--- config.mk ---
export PLATFORM = sky130hd
export DESIGN_NAME = pwm_duty_meter
export DESIGN_NICKNAME = d
export VERILOG_FILES = /design/src/rtl/pwm_pkg.sv /design/src/rtl/pwm_sync_edge.sv /design/src/rtl/pwm_duty_meter.sv
export SDC_FILE = /design/constraint.sdc
export NUM_CORES = 1
export LEC_CHECK = 0
export ABC_AREA = 1
export CAP_MARGIN = 10
export CORE_AREA = 2 2 106 108
export CTS_BUF_LIST = sky130_fd_sc_hd__clkbuf_2 sky130_fd_sc_hd__clkbuf_4 sky130_fd_sc_hd__clkbuf_8
export CTS_CLUSTER_SIZE = 10
export DETAILED_ROUTE_END_ITERATION = 10
export DIE_AREA = 0 0 108 110
export PLACE_DENSITY = 0.63
export SYNTH_ARGS = -nofsm -noshare
export SYNTH_HDL_FRONTEND = slang
export SYNTH_SLANG_ARGS = --single-unit
export TNS_END_PERCENT = 20
--- constraint.sdc ---
create_clock -name clk -period 2.4 [get_ports clk]
set_clock_uncertainty 0.2 [all_clocks]
set_input_delay 0.24 -clock clk [delete_from_list [all_inputs] [get_ports clk]]
set_output_delay 0.24 -clock clk [all_outputs]
set_load 0.1 [all_outputs]
--- src/rtl/pwm_pkg.sv ---
// Shared definitions for the PWM generator / duty meter pair.
package pwm_pkg;

    typedef enum logic [1:0] {
        IDLE,
        SYNC,
        MEAS
    } state_t;

    // Slot divider shared with the generator: slot length is DVSR+1 clocks.
    localparam logic [31:0] DVSR_DEFAULT  = 32'd10417;
    localparam int          WIDTH_DEFAULT = 8;

    // Largest period count before a frame is declared lost: 2^(width+1)-1.
    function automatic int tmo_limit(input int width);
        return (1 << (width + 1)) - 1;
    endfunction

endpackage

--- src/rtl/pwm_sync_edge.sv ---
// Two-flop synchronizer for an asynchronous level, plus one history flop for edge detect.
module pwm_sync_edge (
    input  logic clk,
    input  logic rst_i,
    input  logic din,
    output logic level,
    output logic rise,
    output logic fall
);

    logic s1, s2, s3;

    always_ff @(posedge clk) begin
        if (rst_i) begin
            s1 <= 1'b0;
            s2 <= 1'b0;
            s3 <= 1'b0;
        end else begin
            s1 <= din;
            s2 <= s1;
            s3 <= s2;
        end
    end

    assign level = s2;
    assign rise  = s2 & ~s3;
    assign fall  = ~s2 & s3;

endmodule

--- src/rtl/pwm_duty_meter.sv ---
// Measures high time and period of an external PWM input in prescaler slots
// and publishes the recovered duty word once per frame (or on a no-edge timeout).
module pwm_duty_meter
    import pwm_pkg::*;
#(
    parameter int          WIDTH = WIDTH_DEFAULT,
    parameter logic [31:0] DVSR  = DVSR_DEFAULT
) (
    input  logic             clk,
    input  logic             rst_i,
    input  logic             ena,
    input  logic             pwm_i,
    output logic [WIDTH-1:0] duty_o,
    output logic [WIDTH:0]   period_o,
    output logic             valid_o,
    output logic             timeout_o
);

    localparam logic [WIDTH:0] TMO_LIM = (WIDTH + 1)'(tmo_limit(WIDTH));
    localparam logic [WIDTH:0] ONE     = (WIDTH + 1)'(1);
    localparam logic [WIDTH:0] ZERO    = '0;

    logic level, rise;

    pwm_sync_edge u_sync (
        .clk   (clk),
        .rst_i (rst_i),
        .din   (pwm_i),
        .level (level),
        .rise  (rise),
        .fall  ()
    );

    // Slot timer, re-phased on every rising edge so ticks land mid-slot.
    logic [31:0] q;
    logic        tick;

    always_ff @(posedge clk) begin
        if (rst_i || rise)  q <= '0;
        else if (q == DVSR) q <= '0;
        else                q <= q + 32'd1;
    end

    assign tick = (q == (DVSR >> 1));

    state_t         state, state_nxt;
    logic [WIDTH:0] per_cnt, hi_cnt, per_nxt, hi_nxt, per_inc, hi_inc;
    logic           pub, pub_tmo;

    // Counts including the current tick; a tick coinciding with a rise belongs to the closing frame.
    always_comb begin
        per_inc = per_cnt;
        hi_inc  = hi_cnt;
        if (tick) begin
            if (per_cnt != TMO_LIM)           per_inc = per_cnt + ONE;
            if (level && (hi_cnt != TMO_LIM)) hi_inc  = hi_cnt + ONE;
        end
    end

    always_ff @(posedge clk) begin
        if (rst_i) begin
            state   <= IDLE;
            per_cnt <= '0;
            hi_cnt  <= '0;
        end else begin
            state   <= state_nxt;
            per_cnt <= per_nxt;
            hi_cnt  <= hi_nxt;
        end
    end

    always_comb begin
        state_nxt = state;
        per_nxt   = per_cnt;
        hi_nxt    = hi_cnt;
        pub       = 1'b0;
        pub_tmo   = 1'b0;
        if (!ena) begin
            state_nxt = IDLE;
            per_nxt   = ZERO;
            hi_nxt    = ZERO;
        end else begin
            case (state)
                IDLE: begin
                    per_nxt   = ZERO;
                    hi_nxt    = ZERO;
                    state_nxt = SYNC;
                end
                SYNC: begin
                    hi_nxt = ZERO;
                    if (rise) begin
                        per_nxt   = ZERO;
                        state_nxt = MEAS;
                    end else if (per_inc == TMO_LIM) begin
                        pub     = 1'b1;
                        pub_tmo = 1'b1;
                        per_nxt = ZERO;
                    end else begin
                        per_nxt = per_inc;
                    end
                end
                MEAS: begin
                    if (rise) begin
                        pub     = 1'b1;
                        per_nxt = ZERO;
                        hi_nxt  = ZERO;
                    end else if (per_inc == TMO_LIM) begin
                        pub       = 1'b1;
                        pub_tmo   = 1'b1;
                        per_nxt   = ZERO;
                        hi_nxt    = ZERO;
                        state_nxt = SYNC;
                    end else begin
                        per_nxt = per_inc;
                        hi_nxt  = hi_inc;
                    end
                end
                default: state_nxt = IDLE;
            endcase
        end
    end

    always_ff @(posedge clk) begin
        if (rst_i) begin
            duty_o    <= '0;
            period_o  <= '0;
            valid_o   <= 1'b0;
            timeout_o <= 1'b0;
        end else begin
            valid_o <= pub;
            if (pub) begin
                timeout_o <= pub_tmo;
                if (pub_tmo) begin
                    duty_o   <= {WIDTH{level}};
                    period_o <= '1;
                end else begin
                    duty_o   <= hi_inc[WIDTH] ? '1 : hi_inc[WIDTH-1:0];
                    period_o <= per_inc;
                end
            end
        end
    end

endmodule

==> summary.md <==
| Metric | Value |
|---|---|
| Outcome | `finished with violations` |
| Violated checks | `setup timing` |
| CTS root buffer | `clkbuf_8` |
| Worst Tran Pin Value | `364.8 ps` |
| Met3 global-route usage | `0.03469` |
| CP delay by family, top | `simple AND/OR/NAND/NOR gates` |
| Reg clk slew, reported paths | `90 ps` |
| Top post-synthesis cells by area | `dfxtp_1 (34%), nand2_1 (17%), nor2_1 (11%)` |
| Slew Viols, Final | `0` |
| Deepest clock path buffer count | `2` |
| CTS H-tree lvls | `3` |
| CTS Sinks | `74` |
| Row count | `38` |
| VDD IR-drop max | `0.3273 mV` |
| Synth top cells by count | `nand2_1 (199), nor2_1 (124), inv_1 (109)` |
| Final period util | `1.074` |
| Xor and xnor area share after synthesis | `0.03655` |
| Cells on worst reg2reg path | `16` |
| Crit-path max FO | `5` |
| YS warnings | `0` |
| HP Class | `reg2reg` |
| Initial antenna violation count | `0` |
| Count leader, synth | `nand2_1` |
| Final WL | `11.66 mm` |
| Largest stage delay, worst path | `370 ps` |
| Internal power | `2.069 mW` |
| Fmax | `0.3879 GHz` |
| Largest net degree at the start of global routing | `19` |
| Ports | `23` |
| Slowest cell on the critical path | `dfxtp_2` |
| Via count | `4617` |
| Die X | `108 um` |
| Clock power frac | `0.490` |
| Vias in the first global route | `4428` |
| # DRC | `0` |
| PD cells | `449.2 nW/um^2` |
| Post-synth EDFFs | `0` |
| Hold Path Depth | `2` |
| Arr. time, crit path | `2630 ps` |
| WS Path Type | `reg2reg` |
| Drt via density | `4.840` |
| Worst Path Buf+Inv | `2` |
| Syn nets | `714` |
| Net Sw Power | `585.0 uW` |
| GR peak layer | `met2` |
| DR iter-0 viols | `238` |
| Fin Hold WS | `237.1 ps` |
| Final Hold Viols | `0` |
| Total CTS buffers | `9` |
| Largest family of logic cells by synthesized area | `simple AND/OR/NAND/NOR gates` |
| Reg-to-Reg Start | `per_cnt[0]$_SDFFE_PP0P_` |
| Reg-to-Reg End | `duty_o[7]$_SDFFE_PP0P_` |
| Synth Area in Simple Gates | `0.3974` |
| Critical path endpoint category | `flip-flop` |
| Yosys top cell by area | `dfxtp_1` |
| GP Congestion | `0.8860` |
| Wirelength per Cell | `12.23 um` |
| Leakage power | `2.803 nW` |
| Compound-gate portion of the synthesized area | `0.07108` |
| CTS Hold Buffers Added | `0` |
| Reg2Reg Setup Slack | `-180 ps` |
| WP data required | `2450 ps` |
| Hold Crit Endpoint | `u_sync.level$_SDFF_PP0_` |
| Layout area overhead | `37.02%` |
| Switching share of power | `0.2204` |
| Max-cap violations | `0` |
| Distinct cells, synth | `31` |
| Period minus WS final | `2578 ps` |
| Slew headroom | `0.7563` |
| Gr ovfl total | `0` |
| Net count, final | `824` |
| FFs w/ async S/R, synth | `0` |
| Worst-Skew Late Latency | `350 ps` |
| Endpoints failing setup | `27` |
| Combinational share of power | `0.042` |
| Die Ht | `110 um` |
| Cells after Synth | `699` |
| Sequential power share | `0.468` |
| I/O Buffers | `22` |
| Met1 Use GR | `0.2368` |
| RSZ-0062 raised after global routing | `true` |
| Ant. Diodes | `0` |
| Initial Utilization | `0.4032` |
| Synth Area in Adders | `0.03191` |
| Number of synthesized register bits | `74` |
| Hold path start | `u_sync.s1$_SDFF_PP0_` |
| ANT nets after route | `0` |
| Most frequent CP cell | `nand2_4` |
| Core area | `10700 um^2` |
| First-pass GRT wire length | `19.20 mm` |
| Mux share of post-synthesis cell area | `0.002321` |
| Ratio of cells with drive above 1 in the final layout | `0.2715` |
| Met2 GRT Util | `0.3576` |
| Area share of the leading cell type in the synthesized netlist | `0.3435` |
| Total die area | `11880 um^2` |
| Critical path, cell by cell | `ha_4, nand2_4, nor2_4, buf_6, nand4_1, nand2_1, nand2_2, a21oi_2, nand2_2, nor2_4, nand2_4, nand2_4, nand3_4, buf_6, nor2_1, nor2_1` |
| Cell count along the critical path | `16` |
| Predominant post-synthesis flop cell | `dfxtp_1` |
| GR Util All Layers | `0.2006` |
| Post-Syn Area | `4313 um^2` |
| Layout Utilization | `0.5524` |
| Seq/Total Area, Yosys | `0.3435` |
| Drt pass-1 iters | `5` |
| Mean Syn Cell Area | `6.170 um^2` |
| Aggregate negative setup slack | `-3779 ps` |
| CTS tree | `yes` |
| Worst setup SP type | `flip-flop` |
| Final setup margin | `-178.2 ps` |
| Detail Placement HPWL | `7.833 mm` |
[per-stage QoR]
stage          worst slack [ps]  power [mW]  instance area [um^2]  instances
6_report                 -178.2       2.654                  5909        954
3_5_place_dp             -159.3       1.365                  5156        922
4_1_cts                  -31.05       2.664                  5618        944
3_3_place_gp             -88.06       1.362                  5156        922
5_1_grt                  -341.7       2.737                  5909        954
2_1_floorplan             31.60       1.330                  4318        699
[layout make-up]
cell class | count | area, um^2
multi-input cells | 499 | 2625
inverters | 116 | 441.7
flip-flops and latches | 74 | 1490
well taps | 140 | 175.2
clock buffers | 9 | 123.9
clock inverters | 7 | 141.4
repair buffers | 109 | 912.1
fillers | 1032 | 4788
[what timing repair did]
item | 4_1_cts | 5_1_grt
setup endpoints to repair | 29 | 52
pin swaps | 15 | 14
gates resized for setup | 39 | 64
buffers inserted | 3 | 7
gates cloned | 3 | 3
[metal layers]
| layer | vias up | wire length, um |
|---|---|---|
| met4 | 0 | 274 |
| met3 | 24 | 391 |
| met1 | 2140 | 5165 |
| met2 | 82 | 5833 |
| li1 | 2371 | - |
| met5 | - | 0 |
[placed cells by master (no fill, tap or decap), drive strengths merged]
| master | count |
|---|---|
| a21o | 1 |
| a21oi | 38 |
| clkbuf | 11 |
| o21ai | 21 |
| nor4 | 3 |
| clkdlybuf4s50 | 3 |
| ha | 11 |
| nor2 | 131 |
| and2 | 1 |
| dfxtp | 74 |
| xor2 | 16 |
| clkinv | 3 |
| nand4 | 13 |
| nor3 | 12 |
| and3 | 1 |
| nand3 | 41 |
| xnor2 | 2 |
| mux2i | 1 |
| inv | 114 |
| nor3b | 1 |
| clkinvlp | 2 |
| nand2 | 206 |
| buf | 104 |
| bufinv | 4 |
[worst max-delay path by stage]
stage,endpoint,from
floorplan,period_o[8]$_SDFFE_PP0P_,per_cnt[0]$_SDFFE_PP0P_
global route,period_o[7]$_SDFFE_PP0P_,per_cnt[0]$_SDFFE_PP0P_
global placement,duty_o[0]$_SDFFE_PP0P_,q[10]$_SDFF_PP0_
CTS,duty_o[2]$_SDFFE_PP0P_,q[14]$_SDFF_PP0_
detailed placement,duty_o[3]$_SDFFE_PP0P_,q[1]$_SDFF_PP0_
finish,duty_o[7]$_SDFFE_PP0P_,per_cnt[0]$_SDFFE_PP0P_
[logic make-up after synthesis]
kind of cell               Yosys count
DFF                                 74
and+or+nand+nor                    407
AOI/OAI and AO/OA                   60
muxes                                1
buffers and inverters              128
xor gates and xnor gates            18
adders and majority gates           11
[worst min-delay path, cell delays in order, from the launching register on]
cell     delay, ps
dfxtp_1        300
inv_1           60
nor2_1          40
[sequential cells by signal, summed over array words and instances (netlist names)]
name,count
q,32
hi_cnt,9
per_cnt,9
period_o,9
duty_o,8
state,2
timeout_o,1
u_sync.level,1
u_sync.s1,1
u_sync.s3,1
valid_o,1
[power groups by stage]
stage	sequential, mW	clock, mW	combinational, mW
finish	1.24	1.30	0.112
global route	1.24	1.37	0.124
CTS	1.24	1.32	0.104
detailed placement	1.27	0	0.0967
global placement	1.27	0	0.0943
floorplan	1.27	0	0.0564
Power figures use the tool's default switching activity.
